===== config.mk =====
export PLATFORM = sky130hd
export DESIGN_NAME = adc_serial_responder
export DESIGN_NICKNAME = d
export VERILOG_FILES = /design/src/rtl/adc_serial_responder_pkg.sv /design/src/rtl/adc_serial_responder_edge_sync.sv /design/src/rtl/adc_serial_responder.sv
export SDC_FILE = /design/constraint.sdc
export NUM_CORES = 1
export LEC_CHECK = 0
export CORE_AREA = 3 3 95 97
export DETAILED_ROUTE_END_ITERATION = 10
export DIE_AREA = 0 0 98 100
export PLACE_DENSITY = 0.6
export SYNTH_ARGS = -nofsm -noshare
export SYNTH_HDL_FRONTEND = slang
export SYNTH_SLANG_ARGS = --single-unit

===== constraint.sdc =====
create_clock -name clk -period 4.5 [get_ports clk]
set_input_delay 0.9 -clock clk [delete_from_list [all_inputs] [get_ports clk]]
set_output_delay 0.9 -clock clk [all_outputs]
set_load 0.005 [all_outputs]

===== src/rtl/adc_serial_responder_pkg.sv =====
// Frame constants and FSM encoding shared by the serial ADC responder and the
// ADC capture block that drives it.
package adc_serial_responder_pkg;

    localparam int CHANNELS_DEF = 3;
    localparam int WIDTH_DEF    = 8;
    localparam int LEAD_BITS    = 3;
    localparam int FRAME_BITS   = 16;
    localparam int SYNC_STAGES  = 2;

    typedef enum logic [0:0] {
        IDLE  = 1'b0,
        SHIFT = 1'b1
    } state_e;

endpackage


===== src/rtl/adc_serial_responder_edge_sync.sv =====
// Pin synchronizer with rise/fall pulses; valid_o marks when the chain holds
// real pin samples rather than its reset level.
module adc_serial_responder_edge_sync #(
    parameter int   STAGES    = 2,
    parameter logic RST_LEVEL = 1'b1
) (
    input  logic clk,
    input  logic rst_n,
    input  logic d_i,
    output logic level_o,
    output logic valid_o,
    output logic rise_o,
    output logic fall_o
);

    logic [STAGES-1:0] sync_q;
    logic [STAGES-1:0] fill_q;
    logic              last_q;

    always_ff @(posedge clk or negedge rst_n) begin
        if (!rst_n) begin
            sync_q <= {STAGES{RST_LEVEL}};
            fill_q <= '0;
            last_q <= RST_LEVEL;
        end else begin
            sync_q <= {sync_q[STAGES-2:0], d_i};
            fill_q <= {fill_q[STAGES-2:0], 1'b1};
            last_q <= sync_q[STAGES-1];
        end
    end

    assign level_o = sync_q[STAGES-1];
    assign valid_o = fill_q[STAGES-1];
    assign rise_o  = sync_q[STAGES-1] & ~last_q;
    assign fall_o  = ~sync_q[STAGES-1] & last_q;

endmodule


===== src/rtl/adc_serial_responder.sv =====
// Responder end of the CS / ADC_clk / DATA link: shifts a captured parallel
// sample out MSB-first per channel, after LEAD_BITS zeros.
//   state | meaning
//   IDLE  | waiting for CS fall while armed; data lines held low
//   SHIFT | frame in progress; one bit position per adc_clk fall
module adc_serial_responder
    import adc_serial_responder_pkg::*;
#(
    parameter int CHANNELS = CHANNELS_DEF,
    parameter int WIDTH    = WIDTH_DEF
) (
    input  logic                      clk,
    input  logic                      reset,
    input  logic                      adc_clk_in,
    input  logic                      cs_in,
    input  logic [CHANNELS*WIDTH-1:0] sample_in,
    output logic [CHANNELS-1:0]       data_out,
    output logic                      sample_taken,
    output logic                      frame_done,
    output logic                      frame_abort,
    output logic [15:0]               frame_count
);

    localparam int CNT_W = $clog2(FRAME_BITS + 1);

    logic cs_level, cs_valid, cs_rise, cs_fall;
    logic adc_valid, adc_fall, adc_rise_unused, adc_level_unused;

    adc_serial_responder_edge_sync #(.STAGES(SYNC_STAGES), .RST_LEVEL(1'b1)) u_cs_sync (
        .clk(clk), .rst_n(reset), .d_i(cs_in),
        .level_o(cs_level), .valid_o(cs_valid), .rise_o(cs_rise), .fall_o(cs_fall)
    );

    adc_serial_responder_edge_sync #(.STAGES(SYNC_STAGES), .RST_LEVEL(1'b1)) u_adc_sync (
        .clk(clk), .rst_n(reset), .d_i(adc_clk_in),
        .level_o(adc_level_unused), .valid_o(adc_valid), .rise_o(adc_rise_unused), .fall_o(adc_fall)
    );

    state_e                    state_q, state_d;
    logic [CNT_W-1:0]          bit_cnt_q, bit_cnt_d, bit_cnt_inc;
    logic [CHANNELS*WIDTH-1:0] shadow_q, shadow_d;
    logic [CHANNELS-1:0]       data_q, data_d;
    logic                      armed_q, armed_d;
    logic                      taken_q, taken_d, done_q, done_d, abort_q, abort_d;
    logic [15:0]               count_q, count_d;

    function automatic logic [CHANNELS-1:0] bits_at(input logic [CHANNELS*WIDTH-1:0] sh,
                                                    input logic [CNT_W-1:0] cnt);
        logic [CHANNELS-1:0] r;
        r = '0;
        for (int k = 0; k < CHANNELS; k++) begin
            for (int b = 0; b < WIDTH; b++) begin
                if (cnt == CNT_W'(LEAD_BITS + WIDTH - 1 - b)) r[k] = sh[k*WIDTH + b];
            end
        end
        return r;
    endfunction

    // Arming waits for a real synchronized CS high, so a CS held low across
    // reset release cannot fake a falling edge from the reset level.
    assign armed_d     = armed_q | (cs_level & cs_valid);
    assign bit_cnt_inc = (bit_cnt_q == CNT_W'(FRAME_BITS)) ? bit_cnt_q : bit_cnt_q + CNT_W'(1);

    always_comb begin
        state_d   = state_q;
        bit_cnt_d = bit_cnt_q;
        shadow_d  = shadow_q;
        data_d    = data_q;
        taken_d   = 1'b0;
        done_d    = 1'b0;
        abort_d   = 1'b0;
        count_d   = count_q;
        case (state_q)
            IDLE: begin
                data_d = '0;
                if (cs_fall && armed_q) begin
                    shadow_d  = sample_in;
                    taken_d   = 1'b1;
                    bit_cnt_d = '0;
                    data_d    = bits_at(sample_in, '0);
                    state_d   = SHIFT;
                end
            end
            SHIFT: begin
                if (cs_rise) begin
                    if (bit_cnt_q >= CNT_W'(FRAME_BITS)) begin
                        done_d  = 1'b1;
                        count_d = count_q + 16'd1;
                    end else begin
                        abort_d = 1'b1;
                    end
                    data_d  = '0;
                    state_d = IDLE;
                end else if (adc_fall && adc_valid) begin
                    bit_cnt_d = bit_cnt_inc;
                    data_d    = bits_at(shadow_q, bit_cnt_inc);
                end
            end
            default: begin
                data_d  = '0;
                state_d = IDLE;
            end
        endcase
    end

    always_ff @(posedge clk or negedge reset) begin
        if (!reset) begin
            state_q   <= IDLE;
            bit_cnt_q <= '0;
            shadow_q  <= '0;
            data_q    <= '0;
            armed_q   <= 1'b0;
            taken_q   <= 1'b0;
            done_q    <= 1'b0;
            abort_q   <= 1'b0;
            count_q   <= '0;
        end else begin
            state_q   <= state_d;
            bit_cnt_q <= bit_cnt_d;
            shadow_q  <= shadow_d;
            data_q    <= data_d;
            armed_q   <= armed_d;
            taken_q   <= taken_d;
            done_q    <= done_d;
            abort_q   <= abort_d;
            count_q   <= count_d;
        end
    end

    assign data_out     = data_q;
    assign sample_taken = taken_q;
    assign frame_done   = done_q;
    assign frame_abort  = abort_q;
    assign frame_count  = count_q;

endmodule


# [After elaboration in Yosys (flattened, before gate mapping)]
# Index checks and enable logic that the tools add are counted.
[totals] inputBits=28 wordCells=87 ff_bits=63 output_inout_bits=22
[op_classes] mux=42 bitwise=9 n_reduce_logical=5 n_lt_le_gt_ge=1 n_eq_ne=13 addsub=2
[op_table] op="$mux W1" count=33
[op_table] op="$eq A5 B3 Y1 const B" count=4
[op_table] op="$mux W5" count=4
[op_table] op="$add A16 B1 Y16 const B" count=1
[op_table] op="$eq A5 B4 Y1 const B" count=3
[op_table] op="$pmux W5 S2" count=1
[op_table] op="$mux W3" count=2
[op_table] op="$pmux W3 S2" count=1
[op_table] op="$reduce_and A3 Y1" count=2
[op_table] op="$add A5 B1 Y5 const B" count=1
[op_table] op="$eq A5 B2 Y1 const B" count=1
[op_table] op="$eq A5 B5 Y1 const B" count=1
[op_table] op="$ge A5 B5 Y1 const B" count=1
[op_table] op="$and A1 B1 Y1" count=4
[op_table] op="$ne A2 B2 Y1 const B" count=2
[op_table] op="$not A1 Y1" count=4
[op_table] op="$ne A3 B2 Y1 const B" count=1
[op_table] op="$logic_and A1 B1 Y1" count=2
[op_table] op="$ne A2 B1 Y1 const B" count=1
[op_table] op="$pmux W1 S2" count=1
[op_table] op="$reduce_and A2 Y1" count=1
[op_table] op="$or A1 B1 Y1" count=1

# [Longest topological paths before layout]
# Gate-level depths: netlist of run 1.
[depth] word_depth=14 depth_mapped=9

# [By module]
# From an unflattened synthesis of run 1, not the netlist that was laid out.
[hier_totals] hier_cells=285 area_unflattened_um2=2909.0
[by_module_without_submodules] module="adc_serial_responder" seq_area_each_um2=1326.3 cells_per_inst=269 n_inst=1 area_per_inst_um2=2613.8
[by_module_without_submodules] module="adc_serial_responder_edge_sync" seq_area_each_um2=128.9 cells_per_inst=8 n_inst=2 area_per_inst_um2=147.6

# [Worst setup path before layout of run 1]
# Ideal clock, no wire load.
[synth_path] path_kind="flip-flop to flip-flop" from="register bit_cnt_q[0]" to="register data_q[1], in the netlist data_out[1]" setup_time_ns=0.126 setup_slack_ns=2.347 stages_incl_launch_ff=9 t_arrival_ns=2.027 path_cell_list="dfrtp_1 inv_1 ha_1 or2_2 clkbuf_1 nor2_1 nor3_1 o211a_1 a221o_1"
[synth_between] elab_chain_cells=14 word_cells_on_any_way=22 cone_classes="add/sub (1); eq/ne (9); mux (12)"
[synth_lines] element="from (decl)" line="adc_serial_responder.sv:40" source="logic [CNT_W-1:0] bit_cnt_q, bit_cnt_d, bit_cnt_inc;"
[synth_lines] element="from (signal assigned)" line="adc_serial_responder.sv:119" source="bit_cnt_q <= bit_cnt_d;"
[synth_lines] element="$add A5 B1 Y5 / $eq A5 B5 Y1 (equally long branches)" line="adc_serial_responder.sv:62" source="assign bit_cnt_inc = (bit_cnt_q == CNT_W'(FRAME_BITS)) ? bit_cnt_q : bit_cnt_q + CNT_W'(1);"
[synth_lines] element="$mux W5 *" line="adc_serial_responder.sv:62"
[synth_lines] element="$eq A5 B4 Y1" line="adc_serial_responder.sv:53" source="if (cnt == CNT_W'(LEAD_BITS + WIDTH - 1 - b)) r[k] = sh[k*WIDTH + b];"
[synth_lines] element="$mux W1 (7 in series)" line="adc_serial_responder.sv:53"
[synth_lines] element="$mux W1 *" line="adc_serial_responder.sv:53"
[synth_lines] element="$mux W3 *" line="adc_serial_responder.sv:94" source="end else if (adc_fall && adc_valid) begin"
[synth_lines] element="$mux W3 *" line="adc_serial_responder.sv:85" source="if (cs_rise) begin"
[synth_lines] element="$pmux W3 S2 *" line="adc_serial_responder.sv:73" source="case (state_q)"
[synth_lines] element="to (signal assigned)" line="adc_serial_responder.sv:121" source="data_q <= data_d;"
[synth_lines] element="to (decl)" line="adc_serial_responder.sv:42" source="logic [CHANNELS-1:0] data_q, data_d;"
# Every way passes the cells marked *; elsewhere a longest branch is shown, timed or not. The select of a mux whose other input is x is not followed.
# A chain may end at the register's enable or synchronous reset.

# [Final worst setup path of run 1]
[layout_path] from="register bit_cnt_q[0]" to="register data_q[2], in the netlist data_out[2]"
# Same word-level chain as after synthesis.

==> metrics.yaml, run 1 <==
clock_network:
  post_cts_buffers: 0
  path_clk_slew_ns: 0.07
  htree_levels: 3
  clock_path_buffers: 2
  clkLatencyLatePin_ns: 0.33
  cts.repair.resized: 0
  root_buffer: "clkbuf_8"
  cts-hold-fix-buffers: 0
  numCtsBuffers: 9
  cts_sinks: 61
  cts_tree: "done"
sta:
  fin_crit_sh: 0.503
  maxSlewViolCount: 0
  fmax_mhz: 441
  grt_setup_unrepaired: "false"
  tightest_slew_ns: 0.754
  finalClockSkew_ns: 0.00843
  setup_viol: 0
  setup_tns_ns: 0
  period_needed_ns: 2.27
  slew_headroom: 0.497
  hold_viol_final: 0
yosys:
  ys_types: 46
  synth_nets: 286
  netlist_instances: 253
  async_flop_share: 1.00
  synth.largest_area_cell: "dfrtp_1"
  synth_top_area_share: 0.482
  synth_ff_type: "dfrtp_1"
  synth_edf_count: 0
  yosys_register_bits: 61
  synthesis.area_sq_um: 2850
  yosys_warnings: 0
  ys_seq_area_frac: 0.537
  synthTopCellsByArea: "dfrtp_1, mux2_2, dfstp_2"
  syn_avg_cell_area_sq_um: 11.3
placed_design:
  place_congestion: 0.798
  dp_hpwl_microns: 4140
  port_buffers: 49
worst_setup_path:
  start_kind: "flip-flop"
  critical_path_class: "flip-flop to flip-flop"
  cp.arrival_ns: 2.48
  crit_start: "bit_cnt_q[0]"
  crit_required_ns: 4.71
  r2r-start: "bit_cnt_q[0]"
  cp-end-kind: "flip-flop"
  path_max_fanout: 10
routing:
  dr.pass1.iters: 4
  drc_errors: 0
  avgViaCountPerCell: 5.02
  wl_per_cell_microns: 14.4
  dr.first_iter.drc_count: 83
  ant_nets: 0
  wl_microns: 5970
  routed-via-count: 2090
cells_and_area:
  diodes: 0
  area_growth_pct: 27.8
  multiInputGateArea_sq_um: 1240
  final_nets: 339
  n_fill_cell: 792
  area.sequential_sq_um: 1530
  drive_gt1_frac: 0.190
power_and_ir_drop:
  powerDensity_nw_per_um2: 383
  p_sw_frac: 0.268
  irDropWorstVdd_uv: 141
  clkPwrFrac: 0.353
  p_leak_nw: 1.55
  cell_internal_pwr_mw: 1.02
  p_switching_mw: 0.374
  fin_total_pwr_mw: 1.40
  seqPwrFrac: 0.477
  pwr-share-comb: 0.170
grt:
  grt_usage: 0.125
  antenna_found_initial: 0
  grt_max_degree: 61
  grt_first_pass_wirelength_microns: 9800
  grt-ovfl-total: 0
  grt_pass1_vias: 2049
floorplan:
  initial_core_util: 0.347
  die_h_microns: 100
  coreArea_sq_um: 8220
  die-area_sq_um: 9800
  ioPinCount: 50
  die_width_microns: 98
  row_count: 33
run_status:
  status: "completed"
min_path:
  hold_path.class: "primary input to async pin"
run:
  cap_viol_max_count: 0
==> layout by cell type, fill, tap and decap left out, types with 9 or more instances in the layout <==
| cell | instances |
|---|---|
| clkbuf_8 | 11 |
| nand3_1 | 11 |
| xnor2_1 | 10 |
| dfrtp_1 | 55 |
| a21oi_1 | 9 |
| nor2_1 | 20 |
| o21ai_0 | 15 |
| clkdlybuf4s50_1 | 48 |
| mux2_2 | 23 |
| nand2_1 | 19 |
==> power groups by stage <==
stage          sequential [mW]  combinational [mW]  clock, mW
2_1_floorplan            0.655               0.169          0
3_3_place_gp             0.675               0.231          0
3_5_place_dp             0.676               0.238          0
4_1_cts                  0.666               0.239      0.510
5_1_grt                  0.673               0.268      0.532
6_report                 0.666               0.238      0.492
==> final cells by class <==
cell class                 instances  area share
clock inverter                     4      0.0130
timing repair buffer              52       0.139
clock buffer                      12      0.0426
multi-input combinational        174       0.340
sequential                        61       0.421
inverter                           8     0.00824
tap                              105      0.0360
==> state kept, by name, indices dropped and copies added, names as in the netlist <==
| signal | cells |
|---|---|
| armed_q | 1 |
| bit_cnt_q | 5 |
| data_out | 3 |
| frame_abort | 1 |
| frame_count | 16 |
| frame_done | 1 |
| sample_taken | 1 |
| shadow_q | 24 |
| state_q | 1 |
| u_adc_sync.fill_q | 2 |
| u_adc_sync.last_q | 1 |
| u_adc_sync.sync_q | 2 |
| u_cs_sync.last_q | 1 |
| u_cs_sync.sync_q | 2 |
==> stage by stage <==
step,util,instance area [sq um],hold slack (ns),setup slack (ns),cells
final,0.444,3650,0.338,2.23,416
after global routing,0.444,3650,0.313,2.01,416
after CTS,0.444,3650,0.315,2.23,416
after detailed placement,0.419,3440,0.337,2.26,400
after floorplan,-,2850,0.331,2.35,253
after global placement,0.419,3440,0.334,2.35,400
==> cells by family (layout without fill, tap and decap cells) <==
logic type	Yosys count	count (layout)	synth area share
AND/OR/NAND/NOR	82	82	0.163
flip-flops	61	61	0.537
AO/OA/AOI/OAI	47	47	0.107
multiplexers	23	23	0.0908
buffers and inverters	18	76	0.0298
XOR/XNOR	16	16	0.0491
adder cells (fa/ha/maj)	5	5	0.0219
other	1	1	0.00131
==> worst max-delay path, cell delays in order, from the launching register on <==
cell     delay, ns
dfrtp_1       0.49
inv_1         0.15
ha_1          0.38
or2_2         0.36
nand3_1       0.11
a21oi_1       0.07
a21oi_1       0.17
o22ai_1       0.10
a221o_1       0.33
==> metal layers <==
| metal | GRT usage | vias to the layer above | wire, microns |
|---|---|---|---|
| li1 | - | 999 | - |
| met1 | 0.167 | 1019 | 2840 |
| met2 | 0.184 | 67 | 2630 |
| met3 | 0.0493 | 5 | 444 |
| met4 | 0.0479 | 0 | 61 |
| met5 | 0 | - | 0 |
==> cells in the mapped netlist (all sizes together), types with 3 or more instances <==
cell    count
dfrtp      55
mux2       23
nor2       20
nand2      19
o21ai      16
nand3      12
xnor2      10
a21oi       9
inv         8
buf         7
dfstp       6
nand4       6
nor3        6
xor2        6
ha          5
o22ai       5
o31ai       5
and3        4
a21o        3
clkbuf      3
nor2b       3
==> path summary, 6_finish.rpt <==
path,to,slack [ns],cells after the start
worst max-delay path,data_out[2],2.23,8
worst min-delay path,frame_count[15],0.34,1
worst max register to register,data_out[2],2.23,8
worst min register to register,u_cs_sync.sync_q[1],0.35,0
max in group asynchronous,shadow_q[7],3.26,2
min in group clk,u_cs_sync.sync_q[1],0.35,0
Note: power is estimated with default switching activity, not from simulation.
==> run 2, diff against run 1 <==
--- a/config.mk
+++ b/config.mk
@@ -8,7 +8,7 @@
 export CORE_AREA = 3 3 95 97
 export DETAILED_ROUTE_END_ITERATION = 10
 export DIE_AREA = 0 0 98 100
-export PLACE_DENSITY = 0.6
+export PLACE_DENSITY = 0.62
 export SYNTH_ARGS = -nofsm -noshare
 export SYNTH_HDL_FRONTEND = slang
 export SYNTH_SLANG_ARGS = --single-unit
==> constraint.sdc (replaced) <==
create_clock -name clk -period 1.8 [get_ports clk]
set_input_delay 0.36 -clock clk [delete_from_list [all_inputs] [get_ports clk]]
set_output_delay 0.36 -clock clk [all_outputs]
set_load 0.005 [all_outputs]
==> metrics.yaml, run 2 (synthesis results as in run 1) <==
run_status:
  status: "finished with violations"
  violations: "negative setup slack"
cells_and_area:
  layout_commonest_cell: "dfrtp_1"
  area_growth_pct: 39.8
  n_fill_cell: 739  # -6.7%
  largest-register: "shadow_q"
  drive_gt1_frac: 0.303  # +0.113
  multiInputGateArea_sq_um: 1320  # +6.2%
  largest_register_ffs: 24  # unchanged
  final_nets: 368  # +8.6%
  final_cell_mix: "dfrtp_1, clkdlybuf4s50_1, buf_4"
  instances_no_fill: 445  # +7.0%
  diodes: 0  # unchanged
  area.sequential_sq_um: 1540  # +0.16%
grt:
  grt_max_degree: 25  # -59%
  grt_usage: 0.136  # +0.0103
  antenna_found_initial: 0  # unchanged
  grtUsageMet3: 0.0486  # -0.000695
  grt_use_met1: 0.181  # +0.0141
  globalRouteMet2Util: 0.198  # +0.0141
  grt_most_used_layer: "met2"
  grt-ovfl-total: 0  # unchanged
  grt_first_pass_wirelength_microns: 10600  # +8.5%
  grt_pass1_vias: 2202  # +7.5%
routing:
  dr.pass1.iters: 4  # unchanged
  routed-via-count: 2123  # +1.6%
  dr.first_iter.drc_count: 80  # -3.6%
  drc_errors: 0  # unchanged
  avgViaCountPerCell: 4.77  # -5.0%
  ant_nets: 0  # unchanged
  wl_per_cell_microns: 14.0  # -2.5%
  wl_microns: 6230  # +4.3%
floorplan:
  coreArea_sq_um: 8220  # unchanged
  die_h_microns: 100  # unchanged
  die_width_microns: 98  # unchanged
  initial_core_util: 0.347  # unchanged
  row_count: 33  # unchanged
  die-area_sq_um: 9800  # unchanged
  ioPinCount: 50  # unchanged
placed_design:
  port_buffers: 49  # unchanged
  place_congestion: 0.830  # +4.0%
  dp.cells: 427  # +6.8%
  dp_hpwl_microns: 4630  # +12%
sta:
  setup_tns_ns: -0.270  # -0.270 ns
  setup_viol: 3  # +3
  tightest_slew_ns: 0.512  # -0.241 ns
  finalClockSkew_ns: 0.00767  # -0.000757 ns
  grt_setup_unrepaired: "true"
  slew_headroom: 0.658  # +0.161
  maxSlewViolCount: 0  # unchanged
  whs_ns: 0.351  # +0.0135 ns
  period_needed_ns: 1.93  # -0.339 ns
  fin_crit_sh: 1.07  # +0.567
  hold_viol_final: 0  # unchanged
  fmax_mhz: 519  # +18%
  layout_setup_ws_ns: -0.127  # -2.36 ns
worst_setup_path:
  path_max_fanout: 6  # -4
  cp.arrival_ns: 2.14  # -0.34 ns
  critical_path_class: "flip-flop to flip-flop"
  cp-end-kind: "flip-flop"
  crit_required_ns: 2.02  # -2.69 ns
  start_kind: "flip-flop"
  r2r_setup_slack_ns: -0.13  # -2.36 ns
run:
  cap_viol_max_count: 0  # unchanged
clock_network:
  htree_levels: 3  # unchanged
  path_clk_slew_ns: 0.07  # about the same
  cts_tree: "done"
  root_buffer: "clkbuf_8"
  cts_sinks: 61  # unchanged
  numCtsBuffers: 9  # unchanged
  clock_path_buffers: 2  # unchanged
  clkLatencyLatePin_ns: 0.33  # about the same
power_and_ir_drop:
  p_sw_frac: 0.272  # +0.00369
  pwr-share-comb: 0.211  # +0.041
  seqPwrFrac: 0.437  # -0.040
  clkPwrFrac: 0.352  # about the same
  p_switching_mw: 1.04  # +180%
  p_leak_nw: 1.72  # +11%
  powerDensity_nw_per_um2: 958  # +150%
  irDropWorstVdd_uv: 421  # +200%
  cell_internal_pwr_mw: 2.78  # +170%
min_path:
  hold_path.class: "flip-flop to flip-flop"
## run 2: changes by cell type in the layout (fill, tap and decap cells not counted), sizes merged
cell         previous run  this run
buf                     4        32
dlygate4sd3             0         1
clkbuf                 12         9
clkinv                  2         3
inv                     8         9
bufinv                  1         2
## run 2: final timing paths
path,from,endpoint,depth (start not counted)
min in group asynchronous,reset,frame_count[15],2
min,u_adc_sync.fill_q[0],u_adc_sync.fill_q[1],0
min reg2reg,u_adc_sync.fill_q[0],u_adc_sync.fill_q[1],0
max,bit_cnt_q[1],data_out[2],7
max in group asynchronous,reset,u_cs_sync.last_q,3
max reg2reg,bit_cnt_q[1],data_out[2],7
## run 2: area by class of cell
cell class | count | area share
Tap cell | 105 | 0.0329
Multi-Input combinational cell | 174 | 0.330
Clock inverter | 7 | 0.0248
Timing Repair Buffer | 81 | 0.189
Sequential cell | 61 | 0.385
Inverter | 8 | 0.00753
Clock buffer | 9 | 0.0310
## run 2: power groups by stage
stage / Sequential, mW / Combinational (mW) / Clock (mW)
2_1_floorplan: 1.65 / 0.486 / 0
4_1_cts: 1.67 / 0.791 / 1.39
3_3_place_gp: 1.69 / 0.749 / 0
5_1_grt: 1.69 / 0.899 / 1.45
3_5_place_dp: 1.69 / 0.762 / 0
6_report: 1.67 / 0.807 / 1.34
## run 2: routing by layer
layer  wire length (microns)  part of all wire
met1                    2950              0.47
met2                    2800              0.45
met3                     367             0.059
met4                     121             0.019
met5                       0                 0
## run 2: metrics by stage
stage / setup slack, ns / util / total power [mW] / instance area, sq um
final: -0.127 / 0.486 / 3.82 / 3990
after CTS: -0.0812 / 0.483 / 3.85 / 3970
after global routing: -0.220 / 0.486 / 4.04 / 3990
after detailed placement: -0.128 / 0.451 / 2.45 / 3700
after global placement: -0.0772 / 0.451 / 2.44 / 3700
after floorplan: -0.105 / - / 2.13 / 2900
## run 2: what timing repair did
item / 4_1_cts / 5_1_grt
setup buffers: 0 / 1
endpoints found under the hold margin: 15 / 0
setup endpoints to repair: 3 / 7
pin swaps: 6 / 4
hold buffers: 1 / 0
resized for setup: 7 / 7
## run 2: worst max-delay path, cell delays in order (launching register included)
cell,delay (ns)
dfrtp_2,0.42
inv_2,0.07
ha_4,0.15
nor4bb_4,0.16
or3_4,0.44
o21ai_1,0.14
o22ai_1,0.09
a221o_1,0.34
==> edit (flow settings as in run 2) <==
Set the package constant `WIDTH_DEF` to 9 (it was 8).
--- a/src/rtl/adc_serial_responder_pkg.sv
+++ b/src/rtl/adc_serial_responder_pkg.sv
@@ -4,5 +4,5 @@
 
     localparam int CHANNELS_DEF = 3;
-    localparam int WIDTH_DEF    = 8;
+    localparam int WIDTH_DEF    = 9;
     localparam int LEAD_BITS    = 3;
     localparam int FRAME_BITS   = 16;
Interface: changed (resized sample_in); port bits go from 50 to 53. The function was not compared with the original's and may differ.
==> edit against run 2 <==
  * Wire length up 7.6%
  * Core utilization grew 1.3 points
  * Highest routed layer unchanged
  * Non-clock buffer count down 6
  * First-iteration DRC count is 15% lower
  * Worst setup slack better by 0.12 ns
  * Design area is 2.6% higher
  * The run still ends with setup timing left
  * Total power is 2.1% lower
  * Clock skew up 0.00084 ns
  * Worst hold slack got worse by 0.35 ns
  * Synthesized area is 6.0% higher
  * Sequential cell count increased by 3
  * Sequential power increased by 6%
  * Clock power down 13%
==> edit: results (changes against run 2) <==
[metrics] violated checks: setup timing
[metrics] number of nets in the finished design: 369 (+0.27%)
[metrics] largest net degree at the start of global routing: 65 (+160%)
[metrics] nets in the synthesized netlist: 295 (+3.1%)
[metrics] Final Skew: 0.008512 ns (+0.0008409 ns)
[metrics] share of final-layout standard cells stronger than drive strength 1: 31.07% (+0.77 points)
[metrics] clock latency at the later pin of the worst-skew pair: 0.35 ns (+0.02 ns)
[metrics] worst-path cell with the longest stage delay: dfrtp_1
[metrics] Layout fillers: 749 (+1.4%)
[metrics] Crit path arrival time: 2.03 ns (-0.11 ns)
[metrics] family with the most delay on the worst path: compound AO/OA/AOI/OAI gates
[metrics] total via count in the routed design: 2246 (+5.8%)
[metrics] global routing usage summed across all routing layers: 14.85% (+1.3 points)
[metrics] length in cells of the worst reg-to-reg path: 9 (+2)
[metrics] max FFs per register: 27 (+13%)
[metrics] largest vdd supply drop: 0.4971 mV (+18%)
[metrics] final setup slack of the worst path: -0.002598 ns (+0.1242 ns)
[metrics] number of global-route vias before repair: 2377 (+7.9%)
[metrics] maximum fanout along the worst path: 7 (+1)
[metrics] final count of negative-setup-slack endpoints: 1 (-2)
[metrics] delay of the slowest cell on the worst path: 0.38 ns (-0.06 ns)
[metrics] I/O Buffers: 52 (+6.1%)
[metrics] outcome: finished with violations
[metrics] Starting DRT DRC Count: 68 (-15%)
[metrics] Cell Int Power: 2648 uW (-4.8%)
[metrics] class of the most critical hold timing path: input port to asynchronous set/reset pin
[metrics] post-synth cell types: 47 (+2.2%)
edit: cell count changes after synthesis, sizes merged, moves of 4 or more:
cell	before	now
a22o	0	4
nand2b	0	4
inv	8	4
a21oi	9	3
nor2	20	13
buf	7	11
mux2	23	28
edit: worst register-to-register path: cells and delay by family (launching register included):
kind,cells,cell delay [ns]
AO/OA/AOI/OAI,4,0.65
adder cells (fa/ha/maj),1,0.29
buffers and inverters,2,0.19
flip-flops,1,0.38
AND/OR/NAND/NOR,2,0.18
edit: area by class of cell:
class                           count  area [um2]  area share [%]
Timing Repair Buffer               75       720.7           17.60
Multi-Input combinational cell    179        1423           34.74
Clock inverter                      6       52.55           1.283
Clock buffer                       10       137.6           3.361
Tap cell                          105       131.4           3.208
Inverter                            4       17.52          0.4277
Sequential cell                    64        1613           39.38
edit: worst max path at each step:
stage	start	endpoint	slack (ns)	cells after the start
floorplan	bit_cnt_q[0]	data_out[0]	-0.07	9
CTS	bit_cnt_q[4]	data_out[1]	-0.008	6
detailed placement	bit_cnt_q[0]	data_out[2]	-0.15	8
finish	bit_cnt_q[0]	data_out[2]	-0.003	9
global route	bit_cnt_q[1]	data_out[1]	-0.09	7
global placement	bit_cnt_q[0]	data_out[2]	-0.10	8
edit: layer usage:
metal	vias to the layer above	wire length (um)	share of wire, %	track usage (%)
met5	-	0	0	0
met4	0	61	0.91	3.834
met3	9	465	6.9	6.671
met2	53	3057	46	22.51
met1	1103	3121	47	19.48
li1	1081	-	-	-
edit: cells by family (layout without fill, tap and decap cells):
family | after synthesis | in the layout | synth area share, %
AOI/OAI and AO/OA | 55 | 55 | 13.15
xor gates and xnor gates | 17 | 17 | 5.167
adders and majority gates | 5 | 5 | 2.067
buffers and inverters | 16 | 95 | 3.017
DFF | 64 | 64 | 53.16
muxes | 28 | 28 | 10.42
other | 1 | 1 | 0.1239
and+or+nand+nor | 73 | 73 | 12.90
edit: stage by stage:
step                      cells  hold WS (ns)  cell area, um2  setup slack (ns)    TNS, ns
final                       443     0.0002353            4095         -0.002598  -0.002598
after global routing        443      0.002672            4095          -0.09149    -0.3664
after CTS                   443      0.009194            4053         -0.008458   -0.01543
after detailed placement    425        0.3355            3806           -0.1508    -0.3434
after global placement      425        0.3329            3806           -0.1008    -0.2550
after floorplan             259       0.06441            3065          -0.06883    -0.2065
edit: power by group through the flow:
stage / Clock (uW) / Sequential [uW] / Combinational [uW]
after CTS: 1220 / 1770 / 788
final: 1170 / 1770 / 798
after global routing: 1280 / 1800 / 881
after global placement: 0 / 1790 / 730
after floorplan: 0 / 1750 / 474
after detailed placement: 0 / 1800 / 745
edit: timing repair:
action,in CTS,in global routing
buffers inserted,2,0
endpoints found under the setup margin,3,6
pin swaps,1,9
endpoints found under the hold margin,0,0
resized for setup,11,12
